`src/rtl/collatz_pkg.sv`:
```
// Shared types and constants for the Collatz engine: FSM states, default widths
// and the byte-select codes used by the optional output mux (COLLATZ_OUTMUX_EN).
package collatz_pkg;

    localparam int DATA_W_DEF = 8;
    localparam int ACC_W_DEF  = 16;
    localparam int STEP_W_DEF = 8;

    typedef enum logic [1:0] {
        IDLE = 2'd0,
        RUN  = 2'd1,
        DONE = 2'd2
    } state_t;

    localparam logic [1:0] SEL_STEPS   = 2'd0;
    localparam logic [1:0] SEL_PEAK_LO = 2'd1;
    localparam logic [1:0] SEL_PEAK_HI = 2'd2;
    localparam logic [1:0] SEL_STATUS  = 2'd3;

endpackage

```
`src/rtl/collatz_step.sv`:
```
// Combinational single Collatz step: halves even values, forms 3n+1 for odd values
// two bits wider than the datapath so overflow is detected rather than wrapped.
module collatz_step
    import collatz_pkg::*;
#(
    parameter int ACC_W = ACC_W_DEF
) (
    input  logic [ACC_W-1:0] n,
    output logic [ACC_W-1:0] next_n,
    output logic             is_one,
    output logic             ovf
);

    logic [ACC_W+1:0] n_wide;
    logic [ACC_W+1:0] triple;

    always_comb begin
        n_wide = {2'b00, n};
        triple = (n_wide << 1) + n_wide + (ACC_W+2)'(1);
        // Only the odd branch can overflow; halving always fits.
        ovf    = n[0] && (triple[ACC_W+1:ACC_W] != 2'b00);
        next_n = n[0] ? triple[ACC_W-1:0] : (n >> 1);
        is_one = (n == ACC_W'(1));
    end

endmodule

```
`src/rtl/collatz_core.sv`:
```
// Iterative Collatz engine: loads a seed on start, steps once per enabled clock until 1,
// and reports step count, peak value and error flags. COLLATZ_OUTMUX_EN adds a registered byte mux.
module collatz_core
    import collatz_pkg::*;
#(
    parameter int DATA_W = DATA_W_DEF,
    parameter int ACC_W  = ACC_W_DEF,
    parameter int STEP_W = STEP_W_DEF
) (
    input  logic              clk,
    input  logic              rst_n,
    input  logic              ena,
    input  logic              start,
    input  logic [DATA_W-1:0] seed,
    output logic              busy,
    output logic              done,
    output logic [STEP_W-1:0] steps,
    output logic [ACC_W-1:0]  peak,
    output logic              ovf,
    output logic              sat,
    output logic              zero_err,
`ifdef COLLATZ_OUTMUX_EN
    input  logic [1:0]        out_sel,
    output logic [7:0]        out_byte,
`endif
    output state_t            fsm_state
);

    // Handshake: start is a level request with no ready; it is taken on any enabled
    // edge while in IDLE or DONE (seed sampled on that edge) and ignored in RUN.

    state_t            state;
    state_t            state_next;
    logic [ACC_W-1:0]  n;
    logic [ACC_W-1:0]  n_next;
    logic [STEP_W-1:0] steps_next;
    logic [ACC_W-1:0]  peak_next;
    logic              ovf_next;
    logic              sat_next;
    logic              zero_next;

    logic [ACC_W-1:0]  step_n;
    logic              step_is_one;
    logic              step_ovf;
    logic [ACC_W-1:0]  seed_ext;

    assign seed_ext  = ACC_W'(seed);
    assign fsm_state = state;

    collatz_step #(
        .ACC_W (ACC_W)
    ) u_step (
        .n      (n),
        .next_n (step_n),
        .is_one (step_is_one),
        .ovf    (step_ovf)
    );

    always_ff @(posedge clk or negedge rst_n) begin
        if (!rst_n) begin
            state <= IDLE;
        end else if (ena) begin
            state <= state_next;
        end
    end

    always_comb begin
        state_next = state;
        n_next     = n;
        steps_next = steps;
        peak_next  = peak;
        ovf_next   = ovf;
        sat_next   = sat;
        zero_next  = zero_err;

        case (state)
            IDLE, DONE: begin
                if (start) begin
                    n_next     = seed_ext;
                    steps_next = '0;
                    peak_next  = seed_ext;
                    ovf_next   = 1'b0;
                    sat_next   = 1'b0;
                    zero_next  = 1'b0;
                    if (seed == '0) begin
                        state_next = DONE;
                        zero_next  = 1'b1;
                    end else begin
                        state_next = RUN;
                    end
                end
            end
            RUN: begin
                // Terminating conditions leave n/steps/peak at their last valid values.
                if (step_is_one) begin
                    state_next = DONE;
                end else if (&steps) begin
                    state_next = DONE;
                    sat_next   = 1'b1;
                end else if (step_ovf) begin
                    state_next = DONE;
                    ovf_next   = 1'b1;
                end else begin
                    n_next     = step_n;
                    steps_next = steps + STEP_W'(1);
                    peak_next  = (step_n > peak) ? step_n : peak;
                end
            end
            default: begin
                state_next = IDLE;
            end
        endcase
    end

    always_ff @(posedge clk or negedge rst_n) begin
        if (!rst_n) begin
            n        <= '0;
            steps    <= '0;
            peak     <= '0;
            ovf      <= 1'b0;
            sat      <= 1'b0;
            zero_err <= 1'b0;
            busy     <= 1'b0;
            done     <= 1'b0;
        end else if (ena) begin
            n        <= n_next;
            steps    <= steps_next;
            peak     <= peak_next;
            ovf      <= ovf_next;
            sat      <= sat_next;
            zero_err <= zero_next;
            busy     <= (state_next == RUN);
            done     <= (state_next == DONE);
        end
    end

`ifdef COLLATZ_OUTMUX_EN
    logic [7:0] byte_next;

    // Narrow parameterisations zero-pad: the casts extend or truncate as needed.
    always_comb begin
        byte_next = 8'h00;
        case (out_sel)
            SEL_STEPS:   byte_next = 8'(steps);
            SEL_PEAK_LO: byte_next = 8'(peak);
            SEL_PEAK_HI: byte_next = 8'(peak >> 8);
            SEL_STATUS:  byte_next = {done, busy, ovf, sat, zero_err, 3'b000};
            default:     byte_next = 8'h00;
        endcase
    end

    always_ff @(posedge clk or negedge rst_n) begin
        if (!rst_n) begin
            out_byte <= 8'h00;
        end else if (ena) begin
            out_byte <= byte_next;
        end
    end
`endif

endmodule

```
`config.mk`:
```
export PLATFORM = sky130hd
export DESIGN_NAME = collatz_core
export DESIGN_NICKNAME = d
export VERILOG_FILES = /design/src/rtl/collatz_pkg.sv /design/src/rtl/collatz_step.sv /design/src/rtl/collatz_core.sv
export SDC_FILE = /design/constraint.sdc
export NUM_CORES = 1
export LEC_CHECK = 0
export ABC_AREA = 1
export BUFFER_PORTS_ARGS = -buffer_cell sky130_fd_sc_hd__buf_2
export CAP_MARGIN = 20
export CELL_PAD_IN_SITES_DETAIL_PLACEMENT = 0
export CELL_PAD_IN_SITES_GLOBAL_PLACEMENT = 1
export CORE_MARGIN = 2
export CORE_UTILIZATION = 39
export CTS_CLUSTER_DIAMETER = 150
export DETAILED_ROUTE_END_ITERATION = 10
export GPL_ROUTABILITY_DRIVEN = 0
export GPL_TIMING_DRIVEN = 1
export MAX_ROUTING_LAYER = met4
export PLACE_DENSITY_LB_ADDON = 0.1
export SYNTH_ARGS = -nofsm -noshare
export SYNTH_HDL_FRONTEND = slang
export SYNTH_SLANG_ARGS = --single-unit
```
`constraint.sdc`:
```
create_clock -name clk -period 3.6 [get_ports clk]
set_input_delay 0.18 -clock clk [delete_from_list [all_inputs] [get_ports clk]]
set_output_delay 0.18 -clock clk [all_outputs]
set_load 0.01 [all_outputs]
```
==> metrics.txt <==
Final Cycle Share 92.0%; Crit. Startpoint n[0]; max cap viols 0; CTS buffer count 5; clock insertion delay at the later pin of the skew report 0.31 ns; TritonRoute pass-1 iters 5; Multi-input gate area 2590 um2; crit-path most repeated cell nand2_1; outcome finished, final reports clean; synth warn 0; fin nets 734; Clock Root Buffer clkbuf_8; DR iter-0 viols 167; worst-case reg-to-reg path depth 19; number of global-route vias before repair 3961; Leak ~0.0027 uW; H-tree levels 2; TNS Setup 0 ns; total track usage 22.0%; Hold Path Class primary input to flop; DRT Wirelength 11.6 mm; register area 1180 um2; Post-Syn Instances just over 600; CTS tree built; sequential area share after synthesis 28.2%; share of cells above drive strength 1 17.7%; synth unique cells 41; Synth area leader dfrtp_1; largest net degree at the start of global routing 48; fraction of registers with async set/reset 100%; Setup CP Type flop to flop; # diodes 0; CTS Sinks 47; worst-margin pin slew roughly 0.64 ns; Seq cells post-synth 47; pre-CTS worst setup slack 0.203 ns; Setup-failing EPs final 0; critical path cell sequence buf_4 > fa_1 > nand3_1 > nand3_1 > nand2_1 > inv_1 > o21ai_0 > nand2_1 > inv_1 > ha_1 > nand4_1 > nor3_2 > buf_4 > nand3_1 > nand2_1 > a21oi_4 > nand3_4 > nand2_1 > nand2_1; FP Rows 37; CP required around 3.8 ns; Syn Nets around 680; Pwr per Cell Area 850 nW/um2; Fmax about 0.30 GHz; Max rail drop VDD 0.000300 V; DR vias/cell 4.83; CP max stage delay 0.51 ns; Overflow after GRT 0; clock slew seen by the registers of the worst setup and hold paths around 0.090 ns; Post-synth EDFFs 0; Worst setup endpoint peak[4]; design area approximately 4800 um2; FILL cells 1120; R2R Path Start n[0]; vias approximately 3900; Primary FF master, synth dfrtp_1; per-cell routed wire length 14.2 um; R2R Setup Slk 0.29 ns; Fin Clk Skew 0.0119 ns; worst setup margin ~0.29 ns; io pins 43; Worst Setup Start Kind flop; CTS max path bufs 2; Hold Vio Cnt, Final 0; dpl hpwl between 9 and 10 mm; area delta synth->final 15.0%; most area-consuming cells after synthesis dfrtp_1 (28%), nand2_1 (20%), ha_1 (13%), inv_1 (8.9%), nand3_1 (4.8%); drc violations 0; Post-DRT Antenna Nets 0; mean post-synth cell area 6.71 um2; post-layout min period 3.31 ns; Critical Path End Type flop; Die Width around 110 um; Die Y 107 um; Worst R2R End peak[4]; Slew Limit Fails 0; Cell Area, Placed 4530 um2; Crit-path slowest cell fa_1; initial antenna violation count 0; Post-Syn Area 4170 um2; die area 11500 um2; Critical Path AT 3.51 ns; worst-path maximum fanout 13; Initial Utilization 40.3%; first-pass GRT wire length just under 20 mm; I/O Buffers 42; core box area 10400 um2; top cell type's share of synthesized area 28.2%; Rel. slew slack 57.4%
## state kept, by name, indices dropped and copies added, names as in the netlist
register / cells
n: 16
peak: 16
steps: 8
fsm_state: 2
busy: 1
done: 1
ovf: 1
sat: 1
zero_err: 1
## cells in the final DEF (no fill, tap or decap), types with 2 or more instances in the layout
cell type | netlist | final
buf_4 | 1 | 17
buf_6 | 3 | 2
nor3_2 | 1 | 2
or2_2 | 4 | 4
ha_4 | 0 | 3
nor2_1 | 31 | 29
xor2_1 | 3 | 3
o21ai_1 | 4 | 5
ha_2 | 0 | 2
o211ai_1 | 3 | 3
nor2_2 | 3 | 5
a21oi_4 | 1 | 2
nand2_2 | 6 | 7
o21ai_2 | 10 | 10
clkinv_1 | 2 | 2
clkbuf_8 | 0 | 6
inv_2 | 5 | 5
inv_1 | 99 | 99
ha_1 | 43 | 38
nand3_2 | 2 | 2
o21ai_0 | 13 | 12
and2_1 | 3 | 3
o21a_1 | 6 | 6
nand3_4 | 2 | 3
nand2_1 | 224 | 223
o21bai_1 | 2 | 2
a21oi_1 | 21 | 20
nand4_1 | 21 | 21
dfrtp_2 | 0 | 4
nand3_1 | 40 | 40
a21oi_2 | 2 | 2
xnor2_1 | 2 | 2
buf_2 | 5 | 42
dfrtp_1 | 47 | 43
## layout make-up
cell class                      instances  area share, %
Multi-Input combinational cell        456           53.9
Sequential cell                        47           24.6
Inverter                              106           8.29
Timing Repair Buffer                   62           7.71
Tap cell                              136           3.54
Clock buffer                            7           1.80
Clock inverter                          1          0.182
## cells by family after synthesis
group,after synthesis,share of synthesized area (%)
AND/OR/NAND/NOR,341,35.6
buffers and inverters,120,11.8
AO/OA/AOI/OAI,65,10.0
flip-flops,47,28.2
adder cells (fa/ha/maj),44,13.4
XOR/XNOR,5,1.05
## Yosys cell counts, types with 4 or more instances
cell,number
o21a_1,6
nand4_1,21
nand3_1,40
o21ai_1,4
a21oi_1,21
buf_2,5
inv_2,5
o21ai_2,10
ha_1,43
or2_2,4
inv_1,99
nand2_1,224
nor2_1,31
o21ai_0,13
nand2_2,6
dfrtp_1,47
## how the worst min path moves through the flow
stage / from / to / slack, ns / cells past startpoint
2_1_floorplan: rst_n / busy / -0.12 / 0
3_3_place_gp: rst_n / steps[3] / 0.32 / 2
3_5_place_dp: rst_n / steps[3] / 0.33 / 2
4_1_cts: ena / fsm_state[1] / 0.11 / 3
5_1_grt: ena / done / 0.15 / 3
6_report: ena / fsm_state[1] / 0.12 / 3
## metal layers
layer	wire length (um)	GRT usage (%)	part of all wire (%)	vias to the layer above
li1	-	-	-	2070
met1	5460	27.5	47	1793
met2	5520	37.3	48	61
met3	388	3.27	3.3	15
met4	239	6.04	2.1	0
met5	0	-	0	-
## where the power goes
group / total, uW / switching (uW) / internal, uW
logic: 2840 / 1730 / 1100
clock network: 348 / 190 / 158
registers: 897 / 190 / 707
total: 4080 / 2110 / 1970
## worst max-delay path, delay by kind of cell (launching register included)
family	cells	cell delay [ns]
buffers and inverters	4	0.44
AOI/OAI and AO/OA	2	0.53
and+or+nand+nor	11	1.09
adders and majority gates	2	0.75
DFF	1	0.41
## per-stage QoR
step / total power, uW / cells / hold slack [ns] / utilization (%)
2_1_floorplan: 2770 / 622 / -0.116 / -
3_3_place_gp: 3470 / 795 / 0.325 / 43.7
5_1_grt: 4560 / 815 / 0.145 / 46.3
6_report: 4080 / 815 / 0.116 / 46.3
3_5_place_dp: 3510 / 795 / 0.330 / 43.7
4_1_cts: 3890 / 804 / 0.114 / 44.7
## what timing repair did
item,CTS,global route
hold buffers,1,0
buffers inserted,0,10
setup endpoints to repair,0,16
resized for setup,0,18
hold endpoints to repair,47,0
Note: power is estimated with default switching activity, not from simulation.
